`src/rtl/neuron_pkg.sv`:
```
// Shared types and elaboration-time helpers for the neuron datapath blocks:
// state encoding, width derivation and saturation bounds.
package neuron_pkg;

  typedef enum logic {
    ACC  = 1'b0,
    DONE = 1'b1
  } state_t;

  function automatic int clog2(input int value);
    int r;
    r = 0;
    while ((1 << r) < value) r = r + 1;
    return r;
  endfunction

  function automatic int max_int(input int a, input int b);
    return (a > b) ? a : b;
  endfunction

  // Wide enough for bias plus TERMS full-scale terms without wrapping.
  function automatic int acc_width(input int din_w, input int b_w, input int terms);
    return max_int(din_w, b_w) + clog2(terms + 1) + 1;
  endfunction

  function automatic longint sat_max(input int w);
    return (longint'(1) <<< (w - 1)) - longint'(1);
  endfunction

  function automatic longint sat_min(input int w);
    return -(longint'(1) <<< (w - 1));
  endfunction

endpackage

```
`src/rtl/neuron_acc_sat_sat_clip.sv`:
```
// Combinational signed clipper: narrows IN_W to OUT_W, saturating at the
// OUT_W bounds and flagging when clipping happened.
module sat_clip
  import neuron_pkg::*;
#(
  parameter int IN_W  = 25,
  parameter int OUT_W = 22
) (
  input  logic [IN_W-1:0]  in_i,
  output logic [OUT_W-1:0] out_o,
  output logic             ovf_o
);

  logic signed [IN_W-1:0] in_s;
  assign in_s = $signed(in_i);

  generate
    if (OUT_W >= IN_W) begin : g_pass
      // Output already covers the full input range; only sign extension.
      assign out_o = OUT_W'(in_s);
      assign ovf_o = 1'b0;
    end else begin : g_clip
      localparam logic signed [IN_W-1:0] MAXV = IN_W'(sat_max(OUT_W));
      localparam logic signed [IN_W-1:0] MINV = IN_W'(sat_min(OUT_W));

      always_comb begin
        out_o = in_s[OUT_W-1:0];
        ovf_o = 1'b0;
        if (in_s > MAXV) begin
          out_o = MAXV[OUT_W-1:0];
          ovf_o = 1'b1;
        end else if (in_s < MINV) begin
          out_o = MINV[OUT_W-1:0];
          ovf_o = 1'b1;
        end
      end
    end
  endgenerate

endmodule

```
`src/rtl/neuron_acc_sat.sv`:
```
// Frame accumulator: bias + TERMS signed terms, saturated to OUT_W and held on
// a valid/ready port. Define NEURON_ACC_RELU_EN to clamp negative results to 0.
module neuron_acc_sat
  import neuron_pkg::*;
#(
  parameter int DIN_W = 20,
  parameter int B_W   = 8,
  parameter int TERMS = 8,
  parameter int OUT_W = 22
) (
  input  logic             clk,
  input  logic             rst,
  input  logic [DIN_W-1:0] din,
  input  logic             in_valid,
  output logic             in_ready,
  input  logic [B_W-1:0]   bias,
  output logic [OUT_W-1:0] dout,
  output logic             out_valid,
  input  logic             out_ready,
  output logic             ovf
);

  localparam int ACC_W = acc_width(DIN_W, B_W, TERMS);
  localparam int CNT_W = clog2(TERMS + 1);
  localparam logic [CNT_W-1:0] LAST = CNT_W'(TERMS - 1);

  state_t                   state_q, state_d;
  logic [CNT_W-1:0]         cnt_q, cnt_d;
  logic signed [ACC_W-1:0]  acc_q, acc_d;
  logic signed [ACC_W-1:0]  acc_base, sum;
  logic signed [OUT_W-1:0]  dout_q, dout_d;
  logic                     ovf_q, ovf_d;
  logic [OUT_W-1:0]         sat_val;
  logic                     sat_ovf;
  logic signed [OUT_W-1:0]  res_val;

`ifdef NEURON_ACC_RELU_EN
  function automatic logic signed [OUT_W-1:0] relu(input logic signed [OUT_W-1:0] v);
    return v[OUT_W-1] ? '0 : v;
  endfunction
  assign res_val = relu($signed(sat_val));
`else
  assign res_val = $signed(sat_val);
`endif

  // The first term of a frame restarts from the bias rather than the old sum.
  assign acc_base = (cnt_q == '0) ? ACC_W'($signed(bias)) : acc_q;
  assign sum      = acc_base + ACC_W'($signed(din));

  sat_clip #(
    .IN_W  (ACC_W),
    .OUT_W (OUT_W)
  ) u_sat_clip (
    .in_i  (sum),
    .out_o (sat_val),
    .ovf_o (sat_ovf)
  );

  always_comb begin
    state_d = state_q;
    cnt_d   = cnt_q;
    acc_d   = acc_q;
    dout_d  = dout_q;
    ovf_d   = ovf_q;
    case (state_q)
      ACC: begin
        if (in_valid) begin
          acc_d = sum;
          if (cnt_q == LAST) begin
            cnt_d   = '0;
            state_d = DONE;
            dout_d  = res_val;
            ovf_d   = sat_ovf;
          end else begin
            cnt_d = cnt_q + CNT_W'(1);
          end
        end
      end
      DONE: begin
        if (out_ready) begin
          state_d = ACC;
          acc_d   = '0;
        end
      end
      default: state_d = ACC;
    endcase
  end

  always_ff @(posedge clk or negedge rst) begin
    if (!rst) begin
      state_q <= ACC;
      cnt_q   <= '0;
      acc_q   <= '0;
      dout_q  <= '0;
      ovf_q   <= 1'b0;
    end else begin
      state_q <= state_d;
      cnt_q   <= cnt_d;
      acc_q   <= acc_d;
      dout_q  <= dout_d;
      ovf_q   <= ovf_d;
    end
  end

  // Holding in_ready low during reset keeps upstream from counting a transfer.
  assign in_ready  = rst & (state_q == ACC);
  assign out_valid = (state_q == DONE);
  assign dout      = dout_q;
  assign ovf       = ovf_q;

endmodule

```
`config.mk`:
```
export PLATFORM = sky130hd
export DESIGN_NAME = neuron_acc_sat
export DESIGN_NICKNAME = d
export VERILOG_FILES = /design/src/rtl/neuron_pkg.sv /design/src/rtl/neuron_acc_sat_sat_clip.sv /design/src/rtl/neuron_acc_sat.sv
export SDC_FILE = /design/constraint.sdc
export NUM_CORES = 1
export LEC_CHECK = 0
export ABC_AREA = 1
export CORE_MARGIN = 5
export CORE_UTILIZATION = 40
export DETAILED_ROUTE_END_ITERATION = 6
export PLACE_DENSITY = 0.59
export SETUP_SLACK_MARGIN = 0.02
export SLEW_MARGIN = 0
export SYNTH_ARGS = -nofsm -noshare
export SYNTH_HDL_FRONTEND = slang
export SYNTH_SLANG_ARGS = --single-unit
```
`constraint.sdc`:
```
create_clock -name clk -period 4.75 [get_ports clk]
set_input_delay 0.95 -clock clk [delete_from_list [all_inputs] [get_ports clk]]
set_output_delay 0.95 -clock clk [all_outputs]
set_load 0.01 [all_outputs]
```
==> results.md <==
- Status: finished, final reports clean
- Per-instance average area after synthesis: 6.87 sq um
- Cell type with the highest occurrence count on the critical path: sky130_fd_sc_hd__nand2_1
- Compound-Gate Fraction of Synth Area: 12.8%
- Layout cells sized above 1: 6.59%
- Period minus WS final: 3.91 ns
- Area added between synthesis and finish: 19.6%
- CTS H-tree depth: 2
- Most frequent cells in the layout: 188 x sky130_fd_sc_hd__nand2_1, 77 x sky130_fd_sc_hd__inv_1, 55 x sky130_fd_sc_hd__clkdlybuf4s50_1, 53 x sky130_fd_sc_hd__dfrtp_1, 50 x sky130_fd_sc_hd__nor2_1
- Number of cells after detailed placement: 762
- Longest Clk Path Bufs: 2
- Crit start category: flip-flop
- Pin count of the biggest net entering global routing: 54
- Post-synthesis cell count: 584
- Clk slew on worst S/H paths: 0.10 ns
- Initial core utilization: 41.1%
- Post-cts gate resize count: 0
- Worst path slowest cell: sky130_fd_sc_hd__a21oi_4
- Area inside the core boundary: 0.00977 sq mm
- Max Slew Vio Count: 0
- Achievable Freq: 256 MHz
- Utilization after layout: 49.1%
- Buffers on Ports: 56
- Die Wd: 110 um
- Leakage component of the power: 2.47 nW
- Detail-routed via count per cell: 5.01
- Weighted congestion at the end of routability-driven global placement: 0.926
- Reg-to-Reg Start: cnt_q[0]
- Cell area after synthesis: 0.00401 sq mm
- Accumulated negative setup slack: 0 ns
- Worst slew margin relative to its limit: 48.3%
- Share of the clock period used by the worst path after layout: 82.2%
- Combinational family with the most area after synthesis: simple AND/OR/NAND/NOR gates
- Data required time at the worst endpoint: 4.91 ns
- TritonCTS sink count: 53
- Max-cap check violation count: 0
- Area share of xor/xnor cells in the synthesized design: 4.15%
- Antenna violations before repair: 0
- Largest vdd supply drop: 297 uV
- Clk_lat worst skew: 0.31 ns
- Antenna diodes: 0
- Filler-free cell count of the finished design: 770
- Vertical extent of the die: 110 um
- Hold-fix buffers, CTS: 0
- Multiplexer area fraction after synthesis: 0%
- Post-synthesis simple-gate area fraction: 32.0%
- Syn Nets: 643
- Detailed router's first-iteration violation count: 155
- Sum of net half-perimeters after detailed placement: 8.88 mm
- Most common library cell in the layout ignoring fill and taps: sky130_fd_sc_hd__nand2_1
- End of the worst hold path: dout[0]
- Top fanout value on the critical path: 20
- WP data arrival: 4.07 ns
- Total of flip-flops plus latches after synthesis: 53
- Final clock skew: 0.00950 ns
- Post-synthesis adder-cell area fraction: 8.60%
- Number of endpoints failing setup at the final stage: 0
- GR Util All Layers: 18.5%
- Post-CTS Setup Inserts: 0
- Register-to-register setup slack: 0.84 ns
- P per Cell Area: 817 mW/mm^2
- Worst path max stage delay: 0.61 ns
- Remaining Overflow, GRT: 0
- Cts bufs inserted: 5
- Boundary pin count: 57
- Number of unique standard cell types used by synthesis: 32
- Final-report hold violation count: 0
- Hold Crit Start: dout[0]
- Count of cells along the worst hold path: 2
- Die Area: 0.0121 sq mm
- Remaining routing DRC violations: 0
- Clock Tree Root: sky130_fd_sc_hd__clkbuf_8
- Wire length of the first global-routing pass: 17.7 mm
- Antenna-violating nets left: 0
- Worst R2R Path Depth: 18
- # rows: 36
- Number of synthesis warnings: 0
- Unrepaired setup endpoints after global routing: false
- Cells along the critical path: inv_1, ha_1, nand2_1, nor2_4, nand2_2, o21ai_0, inv_1, ha_1, nand2_1, inv_1, nand2_1, nand2_1, a21oi_1, nand4_1, nand2_1, nand3_2, a21oi_4, a21oi_1
- Type of the worst setup path: reg2reg
- CTS tree: built
- Routed wirelength normalized by instance count: 14.3 um
- Transition time at the pin with the least slew margin: 0.775 ns
- Total number of vias: 3859
- Initial DRT Pass Iterations: 5
- Vias in the first global route: 3739
- FF-to-FF End: dout[8]
- Type of destination of the critical path: flip-flop
- HP Class: reg2reg
- Portion of the post-synthesis area used by sequential elements: 33.0%
- Total Nets Final: 695
- Total Routed Length: 11.0 mm
## layout make-up
class | instances | area [sq um]
Fill cell | 1036 | 4970
Multi-Input combinational cell | 438 | 2310
Sequential cell | 53 | 1330
Timing Repair Buffer | 60 | 586
Inverter | 78 | 293
Tap cell | 133 | 166
Clock buffer | 6 | 82.6
Clock inverter | 2 | 37.5
## routing by layer
layer	track usage [%]	routed length [um]	vias up
li1	-	-	1970
met3	2.50	443	16
met5	0	0	-
met2	32.8	5460	77
met4	4.05	197	0
met1	23.9	4900	1796
## synth_stat cells
| library cell | number | area share (%) |
|---|---|---|
| sky130_fd_sc_hd__nand3_1 | 32 | 4.0 |
| sky130_fd_sc_hd__nor4_1 | 1 | 0.16 |
| sky130_fd_sc_hd__o21ai_0 | 41 | 5.1 |
| sky130_fd_sc_hd__inv_2 | 1 | 0.093 |
| sky130_fd_sc_hd__nor2_2 | 3 | 0.47 |
| sky130_fd_sc_hd__inv_1 | 77 | 7.2 |
| sky130_fd_sc_hd__nand2_1 | 188 | 18 |
| sky130_fd_sc_hd__fa_1 | 1 | 0.50 |
| sky130_fd_sc_hd__xor2_1 | 11 | 2.4 |
| sky130_fd_sc_hd__o22ai_1 | 2 | 0.31 |
| sky130_fd_sc_hd__nor3_1 | 5 | 0.62 |
| sky130_fd_sc_hd__nand2_2 | 6 | 0.94 |
| sky130_fd_sc_hd__o211ai_1 | 1 | 0.19 |
| sky130_fd_sc_hd__ha_1 | 26 | 8.1 |
| sky130_fd_sc_hd__a21oi_4 | 1 | 0.41 |
| sky130_fd_sc_hd__nand3b_1 | 2 | 0.37 |
| sky130_fd_sc_hd__nor2_1 | 50 | 4.7 |
| sky130_fd_sc_hd__nor2_4 | 1 | 0.28 |
| sky130_fd_sc_hd__o21ai_2 | 1 | 0.22 |
| sky130_fd_sc_hd__dfrtp_1 | 53 | 33 |
| sky130_fd_sc_hd__a21o_1 | 1 | 0.19 |
| sky130_fd_sc_hd__nand4_1 | 10 | 1.6 |
| sky130_fd_sc_hd__clkbuf_1 | 10 | 0.94 |
| sky130_fd_sc_hd__nand3_2 | 4 | 1.0 |
| sky130_fd_sc_hd__buf_6 | 4 | 1.1 |
| sky130_fd_sc_hd__a21oi_1 | 25 | 3.1 |
| sky130_fd_sc_hd__or2_1 | 2 | 0.31 |
| sky130_fd_sc_hd__a21oi_2 | 12 | 2.6 |
| sky130_fd_sc_hd__buf_1 | 1 | 0.093 |
| sky130_fd_sc_hd__a31oi_1 | 3 | 0.47 |
| sky130_fd_sc_hd__o31ai_1 | 1 | 0.19 |
| sky130_fd_sc_hd__xnor2_1 | 8 | 1.7 |
## report_power, final
part | switching [mW] | internal [mW] | total [mW] | leakage (nW)
Clock | 0.151 | 0.172 | 0.323 | 0.0574
Sequential | 0.118 | 0.680 | 0.798 | 0.632
Combinational | 1.79 | 1.01 | 2.80 | 1.78
Total | 2.06 | 1.86 | 3.92 | 2.47
## how the worst max path moves through the flow
stage                         from       end  slack (ns)
after floorplan            bias[7]  dout[10]        1.76
after global placement     bias[7]   dout[6]        0.61
after detailed placement   bias[7]   dout[8]        0.55
after CTS                 cnt_q[0]   dout[8]        0.79
after global routing      cnt_q[0]   dout[8]        0.25
final                     cnt_q[0]   dout[8]        0.84
## critical path: cells and delay by family (launching register included)
| family | cells | cell delay (ns) |
|---|---|---|
| AND/OR/NAND/NOR | 9 | 1.40 |
| AO/OA/AOI/OAI | 4 | 1.18 |
| adder cells (fa/ha/maj) | 2 | 0.50 |
| flip-flops | 1 | 0.40 |
| buffers and inverters | 3 | 0.26 |
## stage by stage
step | total power, mW | setup slack (ns) | instance area (sq um) | hold WS [ns]
CTS | 3.96 | 0.790 | 4800 | 0.499
global placement | 3.60 | 0.607 | 4680 | 0.473
floorplan | 2.80 | 1.76 | 4010 | 0.470
finish | 3.92 | 0.844 | 4800 | 0.487
detailed placement | 3.63 | 0.547 | 4680 | 0.474
global route | 4.33 | 0.254 | 4800 | 0.524
## cell families (layout without fill, tap and decap cells)
kind of cell	after synthesis	after routing
AND/OR/NAND/NOR	304	304
buffers and inverters	93	146
AO/OA/AOI/OAI	88	88
flip-flops	53	53
adder cells (fa/ha/maj)	27	27
XOR/XNOR	19	19
## flip-flops by register name, summed over array words and instances, names as in the netlist
| name | count |
|---|---|
| acc_q | 25 |
| ovf | 1 |
| out_valid | 1 |
| dout | 22 |
| cnt_q | 4 |
Note: power is estimated with default switching activity, not from simulation.
